==> config.mk <==
export PLATFORM = sky130hd
export DESIGN_NAME = sram_width_adapter
export DESIGN_NICKNAME = d
export VERILOG_FILES = /design/src/rtl/sram_width_adapter_pkg.sv /design/src/rtl/sram_wait_timer.sv /design/src/rtl/sram_width_adapter.sv
export SDC_FILE = /design/constraint.sdc
export NUM_CORES = 1
export LEC_CHECK = 0
export ABC_CLOCK_PERIOD_IN_PS = 8400
export BUFFER_PORTS_ARGS = -buffer_cell sky130_fd_sc_hd__buf_2
export CAP_MARGIN = 15
export CORE_MARGIN = 4
export CORE_UTILIZATION = 56
export DETAILED_ROUTE_END_ITERATION = 8
export PLACE_DENSITY = 0.88
export SETUP_SLACK_MARGIN = 0.15
export SYNTH_ARGS = -nofsm -noshare
export SYNTH_HDL_FRONTEND = slang
export SYNTH_HIERARCHICAL = 1
export SYNTH_SLANG_ARGS = --single-unit
==> constraint.sdc <==
create_clock -name clk -period 8.4 [get_ports clk]
set_clock_uncertainty 0.05 [all_clocks]
set_input_delay 0.84 -clock clk [delete_from_list [all_inputs] [get_ports clk]]
set_output_delay 0.84 -clock clk [all_outputs]
set_load 0.03 [all_outputs]
==> src/rtl/sram_width_adapter_pkg.sv <==
// Shared state encoding and wait-count limits for the SRAM width adapter.
package sram_width_adapter_pkg;

    typedef enum logic [1:0] {
        ST_IDLE   = 2'd0,
        ST_SETUP  = 2'd1,
        ST_ACCESS = 2'd2,
        ST_DONE   = 2'd3
    } state_e;

    localparam int WAIT_CYCLES_MAX = 15;
    localparam int WAIT_CNT_W      = $clog2(WAIT_CYCLES_MAX + 1);

endpackage

==> src/rtl/sram_wait_timer.sv <==
// Strobe wait counter: loads in SETUP, counts down through ACCESS, flags the last cycle.
module sram_wait_timer
    import sram_width_adapter_pkg::*;
(
    input  logic                  clk,
    input  logic                  rst,
    input  logic                  i_load,
    input  logic [WAIT_CNT_W-1:0] i_load_val,
    output logic                  o_done
);

    logic [WAIT_CNT_W-1:0] r_count;

    // NOTE: sequential state uses non-blocking assignments so every flop samples pre-edge values.
    always_ff @(posedge clk or posedge rst) begin
        if (rst) begin
            r_count <= '0;
        end else if (i_load) begin
            r_count <= i_load_val;
        end else if (r_count != '0) begin
            r_count <= r_count - 1'b1;
        end
    end

    assign o_done = (r_count == '0);

endmodule

==> src/rtl/sram_width_adapter.sv <==
// Host-word to narrow asynchronous SRAM adapter issuing R = host/sram beats per request.
// Optional build macro SRAM_WIDTH_ADAPTER_BEAT_SKIP_EN skips write beats with no byte enables.
module sram_width_adapter
    import sram_width_adapter_pkg::*;
#(
    parameter int HOST_DATA_WIDTH = 32,
    parameter int SRAM_DATA_WIDTH = 16,
    parameter int ADDR_WIDTH      = 20,
    parameter int WAIT_CYCLES     = 1
) (
    input  logic                         clk,
    input  logic                         rst,
    input  logic                         req_valid,
    output logic                         req_ready,
    input  logic                         req_we,
    input  logic [ADDR_WIDTH-1:0]        req_addr,
    input  logic [HOST_DATA_WIDTH-1:0]   req_wdata,
    input  logic [HOST_DATA_WIDTH/8-1:0] req_be,
    output logic                         rsp_valid,
    output logic [HOST_DATA_WIDTH-1:0]   rsp_rdata,
    output logic                         sram_ce_n,
    output logic                         sram_we_n,
    output logic                         sram_oe_n,
    output logic                         sram_ub_n,
    output logic                         sram_lb_n,
    output logic [ADDR_WIDTH-1:0]        sram_addr,
    output logic [SRAM_DATA_WIDTH-1:0]   sram_wr_data,
    input  logic [SRAM_DATA_WIDTH-1:0]   sram_rd_data
);

    localparam int R          = HOST_DATA_WIDTH / SRAM_DATA_WIDTH;
    localparam int BEAT_SHIFT = $clog2(R);
    localparam int BEAT_W     = (R > 1) ? BEAT_SHIFT : 1;
    localparam int HOST_BE_W  = HOST_DATA_WIDTH / 8;
    localparam int SLICE_BE_W = SRAM_DATA_WIDTH / 8;

`ifdef SRAM_WIDTH_ADAPTER_BEAT_SKIP_EN
    localparam bit BEAT_SKIP = 1'b1;
`else
    localparam bit BEAT_SKIP = 1'b0;
`endif

    // Lowest beat >= start that must be issued; MSB of the result is the found flag.
    function automatic logic [BEAT_W:0] find_beat(input logic we, input logic [HOST_BE_W-1:0] be,
                                                  input int start);
        logic [BEAT_W:0] res;
        res = '0;
        for (int b = R - 1; b >= 0; b--) begin
            if (b >= start && (!we || !BEAT_SKIP || be[b*SLICE_BE_W +: SLICE_BE_W] != '0)) begin
                res = {1'b1, BEAT_W'(b)};
            end
        end
        return res;
    endfunction

    state_e                       r_state;
    logic [BEAT_W-1:0]            r_beat;
    logic                         r_we;
    logic [ADDR_WIDTH-1:0]        r_addr;
    logic [HOST_DATA_WIDTH-1:0]   r_wdata;
    logic [HOST_BE_W-1:0]         r_be;
    logic [HOST_DATA_WIDTH-1:0]   r_rd_buf;
    logic [HOST_DATA_WIDTH-1:0]   r_rdata;

    state_e                       w_next_state;
    logic [BEAT_W-1:0]            w_next_beat;
    logic                         w_accept;
    logic                         w_timer_load;
    logic                         w_timer_done;
    logic [BEAT_W:0]              w_find;
    logic [SLICE_BE_W-1:0]        w_slice_be;
    logic [HOST_DATA_WIDTH-1:0]   w_rd_merged;
    logic                         w_rd_capture;

    sram_wait_timer u_wait_timer (
        .clk        (clk),
        .rst        (rst),
        .i_load     (w_timer_load),
        .i_load_val (WAIT_CNT_W'(WAIT_CYCLES - 1)),
        .o_done     (w_timer_done)
    );

    // NOTE: every always_comb output gets a default first so no path can infer a latch.
    always_comb begin
        w_next_state = r_state;
        w_next_beat  = r_beat;
        w_accept     = 1'b0;
        w_timer_load = 1'b0;
        w_find       = '0;
        case (r_state)
            ST_IDLE: begin
                if (req_valid) begin
                    w_accept     = 1'b1;
                    w_find       = find_beat(req_we, req_be, 0);
                    w_next_state = w_find[BEAT_W] ? ST_SETUP : ST_DONE;
                    w_next_beat  = w_find[BEAT_W-1:0];
                end
            end
            ST_SETUP: begin
                w_timer_load = 1'b1;
                w_next_state = ST_ACCESS;
            end
            ST_ACCESS: begin
                if (w_timer_done) begin
                    w_find       = find_beat(r_we, r_be, int'(r_beat) + 1);
                    w_next_state = w_find[BEAT_W] ? ST_SETUP : ST_DONE;
                    if (w_find[BEAT_W]) begin
                        w_next_beat = w_find[BEAT_W-1:0];
                    end
                end
            end
            ST_DONE:  w_next_state = ST_IDLE;
            default:  w_next_state = ST_IDLE;
        endcase
    end

    // Read slices accumulate in r_rd_buf so rsp_rdata only changes when a read completes.
    always_comb begin
        w_rd_merged = r_rd_buf;
        w_rd_merged[int'(r_beat)*SRAM_DATA_WIDTH +: SRAM_DATA_WIDTH] = sram_rd_data;
    end

    assign w_rd_capture = (r_state == ST_ACCESS) && !r_we && w_timer_done;

    always_ff @(posedge clk or posedge rst) begin
        if (rst) begin
            r_state <= ST_IDLE;
            r_beat  <= '0;
        end else begin
            r_state <= w_next_state;
            r_beat  <= w_next_beat;
        end
    end

    // NOTE: the datapath registers are plain flops, not memory, so all of them reset to a known value.
    always_ff @(posedge clk or posedge rst) begin
        if (rst) begin
            r_we     <= 1'b0;
            r_addr   <= '0;
            r_wdata  <= '0;
            r_be     <= '0;
            r_rd_buf <= '0;
            r_rdata  <= '0;
        end else begin
            if (w_accept) begin
                r_we    <= req_we;
                r_addr  <= req_addr;
                r_wdata <= req_wdata;
                r_be    <= req_be;
            end
            if (w_rd_capture) begin
                r_rd_buf <= w_rd_merged;
                if (w_next_state == ST_DONE) begin
                    r_rdata <= w_rd_merged;
                end
            end
        end
    end

    assign req_ready    = (r_state == ST_IDLE);
    assign rsp_valid    = (r_state == ST_DONE);
    assign rsp_rdata    = r_rdata;
    assign sram_addr    = (r_addr << BEAT_SHIFT) | ADDR_WIDTH'(r_beat);
    assign sram_wr_data = r_wdata[int'(r_beat)*SRAM_DATA_WIDTH +: SRAM_DATA_WIDTH];
    assign w_slice_be   = r_be[int'(r_beat)*SLICE_BE_W +: SLICE_BE_W];

    always_comb begin
        sram_ce_n = 1'b1;
        sram_we_n = 1'b1;
        sram_oe_n = 1'b1;
        sram_ub_n = 1'b1;
        sram_lb_n = 1'b1;
        if (r_state == ST_SETUP || r_state == ST_ACCESS) begin
            sram_ce_n = 1'b0;
            sram_lb_n = r_we ? ~w_slice_be[0] : 1'b0;
            if (SRAM_DATA_WIDTH == 16) begin
                sram_ub_n = r_we ? ~w_slice_be[SLICE_BE_W-1] : 1'b0;
            end
            if (r_state == ST_ACCESS) begin
                sram_we_n = ~r_we;
                sram_oe_n = r_we;
            end
        end
    end

endmodule

### Word-level counts from Yosys, hierarchy flattened

Cells that the tools add are included.

* $add $sub $neg: 3
* magnitude comparators: 2
* equality and inequality tests: 7
* shift-type cells: 4
* muxes and demuxes: 30
* bitwise operators: 4
* reductions and logical operators: 11

Operator list (count)
* 5-bit negation with 33-bit output: 1
* 16-bit by 33-bit variable shift with 32-bit output, first input constant: 1
* 16-bit by 33-bit variable part select with 32-bit output: 1
* 32-bit bitwise mux: 1
* 32-bit by 6-bit variable part select with 16-bit output: 1
* 2-bit two-way mux: 10
* 20-bit by 1-bit bitwise OR with 20-bit output: 1
* 1-bit two-way mux: 15
* 4-bit two-way mux: 2
* 2-bit case mux with 4 select lines: 1
* 2-bit == test, second input constant: 3
* 2-bit inequality test, second input constant: 3
* 1-bit by 2-bit greater-or-equal comparator with 1-bit output, first input constant: 2
* 4-bit zero test: 1
* 4-bit AND reduction: 1
* 2-bit nonzero test: 2
* 4-bit nonzero test: 1
* 4-bit by 3-bit variable part select with 2-bit output: 1
* 4-bit by 1-bit subtractor with 4-bit output, second input constant: 1
* 1-bit NOT: 3
* 1-bit by 1-bit adder with 2-bit output, second input constant: 1
* 2-bit by 1-bit == test with 1-bit output, second input constant: 1
* 1-bit logical AND: 2
* 2-bit zero test: 1
* 4 further kinds: 4

* register bits: 127
* bits of input ports: 76
* output and inout port bits: 75
* logic and storage cells: 70

### Depth between registers and ports, before layout

* depth in word-level cells: 11
* mapped depth: 9
* mapped depth without buffers: 7

### By module

Netlist, hierarchy kept.

By module, submodules not included
* sram_width_adapter: instances 1, cells an instance 385, area an instance 5323.9 um^2, sequential area each 3078.0 um^2
* sram_wait_timer: instances 1, cells an instance 23, area an instance 236.5 um^2, sequential area each 100.1 um^2

### Worst setup path before layout

OpenSTA, ideal clock, no wires.

* path type: reg-to-output
* start: reg r_beat
* end: out sram_wr_data[12]
* data arrival time: 1305 ps
* path slack: 6205 ps
* cell stages (with the launch flop): 4
* cells stage by stage: dfrtp_1 -> buf_2 -> buf_1 -> mux2_2

* word-level cells in the longest chain between the ends: 1

RTL lines
* start: declaration: RTL line sram_width_adapter.sv:57 `logic [BEAT_W-1:0] r_beat;`
* start signal: assignment: RTL line sram_width_adapter.sv:131 `r_beat <= w_next_beat;`
* 32-bit by 6-bit variable part select with 16-bit output: RTL line sram_width_adapter.sv:164 `assign sram_wr_data = r_wdata[int'(r_beat)*SRAM_DATA_WIDTH +: SRAM_DATA_WIDTH];`
* end: declaration: RTL line sram_width_adapter.sv:27 `output logic [SRAM_DATA_WIDTH-1:0] sram_wr_data,`

No other way between the ends.

### Worst setup path after layout

* start: reg r_beat
* end: out sram_lb_n

* word-level cells in the longest chain between the ends: 4

RTL lines
* 4-bit by 3-bit variable part select with 2-bit output: RTL line sram_width_adapter.sv:165 `assign w_slice_be = r_be[int'(r_beat)*SLICE_BE_W +: SLICE_BE_W];`
* 1-bit NOT: RTL line sram_width_adapter.sv:175 `sram_lb_n = r_we ? ~w_slice_be[0] : 1'b0;`
* 1-bit two-way mux: RTL line sram_width_adapter.sv:175
* 1-bit two-way mux: RTL line sram_width_adapter.sv:173 `if (r_state == ST_SETUP || r_state == ST_ACCESS) begin`
* end: declaration: RTL line sram_width_adapter.sv:25 `output logic sram_lb_n,`

No other way between the ends.

==> metrics.cfg <==
[power_and_ir_drop]
p_sw_frac=0.391
seq_power_share=0.355
clock_power_share=0.236
p_leak_nw=3.23
power.internal_mw=1.72
power.density_nw_per_um2=409
p_sw_mw=1.11
ir_worst_vdd_mv=0.241
power_frac_comb=0.409

[setup_path]
cp.depth=5
path_cells=buf_4 > mux2i_1 > nand2_1 > nand2_1 > buf_2
crit_buf_inv=2
crit_family=buffers and inverters
end_kind=primary output
worstPathRequired_ns=7.51
r2r_slack_ns=5.36
crit_type=reg -> out
worst_r2r_path_depth=9
cpMostUsedCell=nand2_1
path_max_fanout=37
cpPeakStageDelay_ns=0.73
critPathLaunchType=register
r2r_end=rsp_rdata[26]
worstPathArrival_ns=2.49
crit_path_start=r_beat
r2r_start=u_wait_timer/r_count[0]
critical-path-slowest-cell=dfrtp_2

[cells_and_area]
n_antenna_cell=0
fillers=689
final_cells=702
final_common_cell=buf_2
nNetsFinal=638
layout-drive-gt1-share=0.536
area_growth_pct=24.5
layout_common_cells=149 x buf_2, 126 x dfrtp_1, 106 x mux2_2
finish.instance_area_sq_um=6930

[timing]
fmax_ghz=0.296
timing.hold.ws_ns=0.185
finalCritPeriodShare=0.403
maxSlewViolCount=0
setup_viol=0
setup_tns_ns=0
rsz0062_at_grt=no
max-slew-margin-rel=0.299
fin_crit_ns=3.38
worstMarginPinSlew_ns=1.05
hold_viol=0

[routing]
drt_wl_total_microns=12400
vias=3822
drtIter0Drc=118
firstDrtPassIters=4
drc=0
ant_nets=0
viasPerCell=5.44
detail_route.wl_per_cell_microns=17.7

[yosys]
ys_ff_latch=127
yosys_warnings=6
synth_cell_type_count=28
netlist_instances=408
yosysSeqAreaShare=0.572
yosysTopAreaCellShare=0.572
avgSynthCellArea_sq_um=13.6
synth_area_leader_cell=dfrtp_1
synth_edf_count=0
ys.flop_type=dfrtp_1
synth-async-reset-ratio=1.00
synth_area_sq_um=5560
yosys-top-cells-area=dfrtp_1 57%, mux2_2 21%, mux2i_1 6.7%

[global_routing]
grt_first_pass_wirelength_microns=20200
antenna_found_initial=0
overflow=0
grt_max_degree=82
grt_pass1_vias=4060
grtUsageTotal=0.226

[clock_tree]
clk_latency_ns=0.51
cts_root_buffer=clkbuf_8
clk_pin_slew_ns=0.05
cts_max_level=4
post-cts-setup-buffer-count=0
cts_sinks=127
cts_resized=0
cts_tree=built
cts_buffers=17
ctsLongestPathBuffers=2
hold_buffers=0

[place]
globalplace.congestion=0.732
place_area_sq_um=6380
dp_hpwl_microns=8200
dp.cells=671
port-buffer-count=149

[floorplanning]
rows=36
pin_count=151
dieArea_sq_um=11600
die_y_microns=108
core-area_sq_um=9730
fp.dieW_microns=108
start_util=0.572

[hold_path]
worstHoldPathType=in -> async

[flow_run]
drv_cap=0

[status]
status=completed

-- power by group through the flow --
stage / clock network, mW / registers [mW] / logic, mW
2_1_floorplan: 0 / 1.20 / 0.652
3_3_place_gp: 0 / 0.989 / 1.13
3_5_place_dp: 0 / 1.01 / 1.16
4_1_cts: 0.677 / 1.01 / 1.17
5_1_grt: 0.708 / 1.04 / 1.24
6_report: 0.667 / 1.01 / 1.16
-- stage by stage --
stage               utilization  worst slack (ns)  total power, mW
CTS                       0.712              5.02             2.85
global placement          0.656              5.40             2.12
global route              0.712              4.91             2.99
detailed placement        0.656              5.36             2.17
finish                    0.712              5.02             2.83
floorplan                     -              4.24             1.85
-- cells in the mapped netlist (all sizes together) (2+ instances only) --
cell type	n
mux2i	37
clkbuf	6
ha	5
nand3b	2
a21oi	67
buf	22
nor2	3
nand2b	3
o21ai	2
nor3b	2
nor3	2
dfrtp	127
mux2	106
nand2	9
inv	8
-- registers in the layout (all words and copies together) (netlist names) --
name,count
r_rd_buf,32
r_wdata,32
rsp_rdata,32
r_addr,19
r_be,4
u_wait_timer/r_count,4
r_state,2
r_beat,1
r_we,1
-- area by class of cell --
cell class	instances	area, sq um	share of cell area
Tap cell	133	166	0.0240
Clock buffer	25	484	0.0699
Timing Repair Buffer	155	791	0.114
Clock inverter	6	57.6	0.00831
Sequential cell	127	3180	0.459
Inverter	8	32.5	0.00470
Multi-Input combinational cell	248	2210	0.320
-- logic make-up (layout without fill, tap and decap cells) --
family                     count (synthesis)  in the layout  share of synthesized area
muxes                                    143            143                      0.281
AOI/OAI and AO/OA                         72             72                     0.0765
DFF                                      127            127                      0.572
other                                      1              4                   0.000674
adders and majority gates                  5              5                     0.0113
xor gates and xnor gates                   1              1                    0.00158
buffers and inverters                     36            194                     0.0333
and+or+nand+nor                           23             23                     0.0239
-- per-layer routing --
| layer | global-route usage | share of wire | up-vias |
|---|---|---|---|
| li1 | - | - | 1749 |
| met2 | 0.385 | 0.52 | 105 |
| met1 | 0.274 | 0.41 | 1939 |
| met5 | 0 | 0 | - |
| met4 | 0.0983 | 0.030 | 0 |
| met3 | 0.0546 | 0.042 | 29 |
-- worst max path at each step --
stage | end | slack, ns
after floorplan | r_addr[0] | 4.24
after global placement | r_rd_buf[21] | 5.40
after detailed placement | r_rd_buf[28] | 5.36
after CTS | sram_lb_n | 5.02
after global routing | sram_lb_n | 4.91
final | sram_lb_n | 5.02
No activity file was read; power rests on OpenSTA's default activity.
